## config.mk

```make
export PLATFORM = sky130hd
export DESIGN_NAME = skid_buf
export DESIGN_NICKNAME = d
export VERILOG_FILES = /design/src/rtl/skid_buf.sv
export SDC_FILE = /design/constraint.sdc
export NUM_CORES = 1
export LEC_CHECK = 0
export ABC_AREA = 1
export CAP_MARGIN = 20
export CORE_ASPECT_RATIO = 1.25
export CORE_MARGIN = 2
export CORE_UTILIZATION = 55
export CTS_BUF_LIST = sky130_fd_sc_hd__clkbuf_8
export CTS_CLUSTER_DIAMETER = 30
export DETAILED_ROUTE_END_ITERATION = 8
export PLACE_DENSITY = 0.9
export SKIP_LAST_GASP = 1
export SLEW_MARGIN = 20
export SYNTH_ARGS = -nofsm -noshare
export SYNTH_HDL_FRONTEND = slang
export SYNTH_SLANG_ARGS = --single-unit
export TNS_END_PERCENT = 10
```

## constraint.sdc

```tcl
create_clock -name clk -period 2.1 [get_ports clk]
set_input_delay 0.315 -clock clk [delete_from_list [all_inputs] [get_ports clk]]
set_output_delay 0.315 -clock clk [all_outputs]
set_load 0.01 [all_outputs]
```

## src/rtl/skid_buf.sv

```systemverilog
// Two-entry registered ready/valid slice: main register drives the outputs, skid register absorbs one word under backpressure.
// Optional stall counter for dequeue backpressure profiling is enabled by defining SKID_BUF_STALL_CNT_EN.
module skid_buf #(
  parameter int W  = 32,
  parameter int CW = 16
) (
  input  logic         clk,
  input  logic         rst,
  input  logic         in_valid,
  input  logic [W-1:0] in_data,
  output logic         in_ready,
  output logic         out_valid,
  output logic [W-1:0] out_data,
  input  logic         out_ready
`ifdef SKID_BUF_STALL_CNT_EN
  ,
  output logic [CW-1:0] stall_cnt
`endif
);

  // state | meaning
  // EMPTY | main_v=0, skid_v=0: nothing held
  // BUSY  | main_v=1, skid_v=0: one word on the outputs, skid free
  // FULL  | main_v=1, skid_v=1: main on the outputs, next word parked in skid
  typedef enum logic [1:0] {
    EMPTY = 2'b00,
    BUSY  = 2'b10,
    FULL  = 2'b11
  } state_t;

  state_t         r_state;
  state_t         w_state_nxt;
  logic [W-1:0]   r_main_d;
  logic [W-1:0]   r_skid_d;
  logic           w_load_main_in;
  logic           w_load_main_skid;
  logic           w_load_skid;

  always_ff @(posedge clk) begin
    if (rst) begin
      r_state  <= EMPTY;
      r_main_d <= '0;
      r_skid_d <= '0;
    end else begin
      r_state <= w_state_nxt;
      if (w_load_main_in)
        r_main_d <= in_data;
      else if (w_load_main_skid)
        r_main_d <= r_skid_d;
      if (w_load_skid)
        r_skid_d <= in_data;
    end
  end

  always_comb begin
    w_state_nxt      = r_state;
    w_load_main_in   = 1'b0;
    w_load_main_skid = 1'b0;
    w_load_skid      = 1'b0;
    case (r_state)
      EMPTY: begin
        if (in_valid) begin
          w_load_main_in = 1'b1;
          w_state_nxt    = BUSY;
        end
      end
      BUSY: begin
        case ({in_valid, out_ready})
          2'b11: w_load_main_in = 1'b1;
          2'b10: begin
            w_load_skid = 1'b1;
            w_state_nxt = FULL;
          end
          2'b01: w_state_nxt = EMPTY;
          default: w_state_nxt = BUSY;
        endcase
      end
      FULL: begin
        // in_valid is ignored here: in_ready is already low
        if (out_ready) begin
          w_load_main_skid = 1'b1;
          w_state_nxt      = BUSY;
        end
      end
      default: w_state_nxt = EMPTY;
    endcase
  end

  always_comb begin
    in_ready  = ~r_state[0];
    out_valid = r_state[1];
    out_data  = r_main_d;
  end

`ifdef SKID_BUF_STALL_CNT_EN
  logic [CW-1:0] r_stall_cnt;

  always_ff @(posedge clk) begin
    if (rst)
      r_stall_cnt <= '0;
    else if (out_valid && !out_ready && (r_stall_cnt != {CW{1'b1}}))
      r_stall_cnt <= r_stall_cnt + 1'b1;
  end

  assign stall_cnt = r_stall_cnt;
`endif

endmodule

```

=== After elaboration in Yosys (flattened, before gate mapping) ===
Cells that the tools add are included.

* Output and inout bits: 34
* Register bits: 66
* Input bits: 36

* Bitwise operators: 1
* Eq/ne operators: 8
* Mux-type cells: 13
* Reduce and logical (&&, ||, !) cells: 3

{| class="wikitable"
|+ Operator list
! kind !! count
|-
| 32-bit two-way mux || 2
|-
| 2-bit one-hot mux with 3 select lines || 2
|-
| 2-bit == test, second input constant || 4
|-
| 1-bit two-way mux || 6
|-
| 2-bit inequality test, second input constant || 3
|-
| 2-bit two-way mux || 2
|-
| 3-bit AND reduction || 1
|-
| 2-bit by 1-bit == test with 1-bit output, second input constant || 1
|-
| 2-bit zero test || 1
|-
| 1-bit one-hot mux with 2 select lines || 1
|-
| 2-bit nonzero test || 1
|-
| 1-bit NOT || 1
|}

=== Depth between registers and ports, before layout ===
* Word-level depth: 4
* Gate-level depth with buffers: 8
* Gate-level depth less buffers: 7

=== Worst setup path before layout ===
Ideal clock, no wire load.

* Path kind: flip-flop to flip-flop
* Start point: register r_state[1]
* End point: register r_main_d[10], in the netlist out_data[10]
* Arrival time: 1.305 ns
* Period minus slack after synthesis: 1.437 ns
* Path slack: 0.663 ns
* Cell stages (with the launch flop): 9
* Library setup time: 0.132 ns
* Path through: dfxtp_1 inv_1 ha_1 nand2_1 buf_2 buf_2 nand3_1 nand2_1 a21oi_1

* Word-level cells in the longest chain between the ends: 3
* Elaborated cells on any way between the ends: 7
* Classes of those cells: eq/ne: 2; mux: 3; reduce/logical: 2

{| class="wikitable"
|+ Ends and longest elaborated chain
! what !! line !! text
|-
| from (decl) || 31 || <nowiki>state_t r_state;</nowiki>
|-
| from (signal assigned) || 45 || <nowiki>r_state <= w_state_nxt;</nowiki>
|-
| 2-bit == test or 2-bit zero test (tied branches) || 60 || <nowiki>case (r_state)</nowiki>
|-
| 1-bit one-hot mux with 2 select lines or 1-bit two-way mux (tied branches) || 60 ||
|-
| 32-bit two-way mux or 2-bit nonzero test (tied branches) || - ||
|-
| to (signal assigned) || 47 || <nowiki>r_main_d <= in_data;</nowiki>
|-
| to (signal assigned) || 49 || <nowiki>r_main_d <= r_skid_d;</nowiki>
|-
| to (decl) || 33 || <nowiki>logic [W-1:0] r_main_d;</nowiki>
|}

Parallel ways exist; a longest one is shown, timed or not.
A chain may end at the register's enable or synchronous reset.

=== Final worst setup path ===
* Start point: register r_state[0]
* End point: output in_ready

* Word-level cells in the longest chain between the ends: 1

{| class="wikitable"
|+ Ends and longest elaborated chain
! what !! line !! text
|-
| 1-bit NOT || 90 || <nowiki>in_ready = ~r_state[0];</nowiki>
|-
| to (decl) || 11 || <nowiki>output logic in_ready,</nowiki>
|}

No other way between the ends.

==> reports/metrics.csv <==
metric,value,unit
Slew Limit Headroom,0.7453,
CTS tree,yes,
top-count cell post-synth,nand2_1,
"Seq/Total Area, Yosys",0.4262,
number of global-route vias before repair,2982,
DIE AREA,6258,um^2
diodes inserted,0,
CTS resizes,0,
setup_tns,0,ns
Initial Utilization,0.5697,
top cell type's share of synthesized area,0.4262,
root buffer cell,clkbuf_8,
status,completed,
total gr overflow,0,
CP Class,flop to primary output,
Slew @ Worst Pin,0.3820,ns
VDD IR max,0.4823,mV
GRT Total Usage,0.2710,
asr flop ratio synth,0,
fin cells,548,
CTS Sinks,66,
clock latency on the worst-skew pair,0.35,ns
Worst R2R Path Depth,7,
final setup fails,0,
Main synth FF type,dfxtp_1,
final worst clock skew,0.01144,ns
DRT Wirelength,8541,um
post-CTS setup buffers,0,
Critical R2R Capture,r_state[1],
"Max FO, Critical Path",4,
dpl cells,532,
synth unique cells,16,
largest net degree at the start of global routing,45,
DRC Markers,0,
num rows,30,
MaxCap Viol Count,0,
routed via count,3273,
Die Wd,71.16,um
DR pass1 iterations,5,
Critical Path Sink Type,primary output,
Slew Limit Fails,0,
Syn Inst Count,424,
worst r2r src,r_state[0],
WP data arrival,1.32,ns
NumNets Final,519,
startpoint types,flop,
first-pass GRT wire length,13610,um
Worst EP required,1.78,ns
YS warnings,0,
Synth top cells by count,"nand2_1 (74), nand3_1 (67), a21oi_1 (66), dfxtp_1 (66), inv_1 (38)",
DR WL/cell,15.59,um
CP endpoint,in_ready,
initial antenna violation count,0,
area delta synth->final,28.49,%
fmax,609.8,MHz
number of flops mapped to enable cells by yosys,0,
Die Y,87.95,um
cell taking the most area after synthesis,dfxtp_1,
mapped cell area,3100,um^2
"reg-to-reg slack, setup",0.48,ns
Max Buffers Root-to-Sink,2,
Final ANT Viol Nets,0,
IO Port Bufs,69,
DR iter-0 viols,509,
minimum clock period,1.640,ns
Mapped Nets,464,
layout cells sized above 1,0.07438,
Area contributors post-synth,"dfxtp_1 (43%), nand3_1 (11%), a21oi_1 (11%)",
Worst Setup SP,r_state[0],
Core Area,5443,um^2
Detailed Place HPWL,5330,um
via/cell ratio,5.973,
final hold vios,0,
HP Class,flop to flop,
Hold Buf Count CTS,0,
Lkg Pwr,1.722,nW
clk slew on worst S/H paths,0.07,ns
#FFs+latches synth,66,
RSZ-0062 raised after global routing,false,
Final GP Congestion,0.7961,
num ports,70,
CTS buffer count,9,
syn avg cell area,7.312,um^2
Final Cycle Share,0.7809,
H-tree depth,3,
pwr/cell area,875.7,nW/um^2
## critical path, stage by stage, from the launching register on
cell and delay [ns]:
dfxtp_1 0.35, inv_1 0.10, clkdlybuf4s50_1 0.54
## placed cells by master, fill, tap and decap left out
cell type,count
o21ai_1,20
nand3_2,1
clkinv_2,1
buf_12,1
nor2_1,1
dfxtp_1,66
inv_1,38
clkinvlp_4,1
buf_4,16
clkinv_4,2
o21ai_0,12
bufinv_16,2
nor2_4,1
nand2_2,1
clkdlybuf4s50_1,69
a21oi_1,66
ha_1,4
nand3_1,67
clkbuf_8,10
nand2_1,73
nand4_1,32
## state kept, by name, indices dropped and copies added (netlist names)
signal / count
r_skid_d: 32
r_state: 2
out_data: 32
## metrics by stage
step / worst slack, ns / hold slack [ns] / utilization / power (W) / area [um^2]
2_1_floorplan: 0.6631 / 0.4627 / - / 0.001951 / 3100
3_3_place_gp: 0.4130 / 0.4753 / 0.6901 / 0.002251 / 3756
3_5_place_dp: 0.3585 / 0.4797 / 0.6901 / 0.002282 / 3756
4_1_cts: 0.4499 / 0.4902 / 0.7320 / 0.003478 / 3984
5_1_grt: 0.3649 / 0.5093 / 0.7320 / 0.003617 / 3984
6_report: 0.4602 / 0.4937 / 0.7320 / 0.003489 / 3984
## report_power, final
| part | internal [W] | leakage (nW) | total (W) | switching [W] |
|---|---|---|---|---|
| clock | 0.000702 | 0.112 | 0.00122 | 0.000514 |
| sequential | 0.00138 | 0.542 | 0.00146 | 0.0000792 |
| combinational | 0.000386 | 1.07 | 0.000810 | 0.000424 |
## worst min path at each step
stage,endpoint,slack [ns],depth (start not counted),from
3_5_place_dp,out_data[14],0.48,2,out_data[14]
5_1_grt,out_data[14],0.51,2,out_data[14]
4_1_cts,out_data[14],0.49,2,out_data[14]
2_1_floorplan,r_skid_d[2],0.46,2,in_data[2]
3_3_place_gp,out_data[11],0.48,2,out_data[11]
6_report,out_data[14],0.49,2,out_data[14]
## cell families (layout without fill, tap and decap cells)
logic type,after synthesis,after routing,share of synthesized area
AND/OR/NAND/NOR,176,176,0.2680
AO/OA/AOI/OAI,98,98,0.1582
buffers and inverters,80,140,0.1316
flip-flops,66,66,0.4262
adder cells (fa/ha/maj),4,4,0.01614
## cell type report
type | instances | area [um^2]
Tap cell | 64 | 80.08
Fill cell | 410 | 1459
Sequential cell | 66 | 1321
Timing Repair Buffer | 86 | 830.8
Multi-Input combinational cell | 278 | 1381
Clock inverter | 6 | 90.09
Inverter | 38 | 142.6
Clock buffer | 10 | 137.6
## metal layers
layer | part of all wire | global-route usage | wire (um)
met2 | 0.51 | 0.4747 | 4368
met5 | 0 | 0 | 0
met1 | 0.39 | 0.3254 | 3310
met3 | 0.078 | 0.04028 | 662
met4 | 0.023 | 0.1286 | 199
Note: power is estimated with default switching activity, not from simulation.
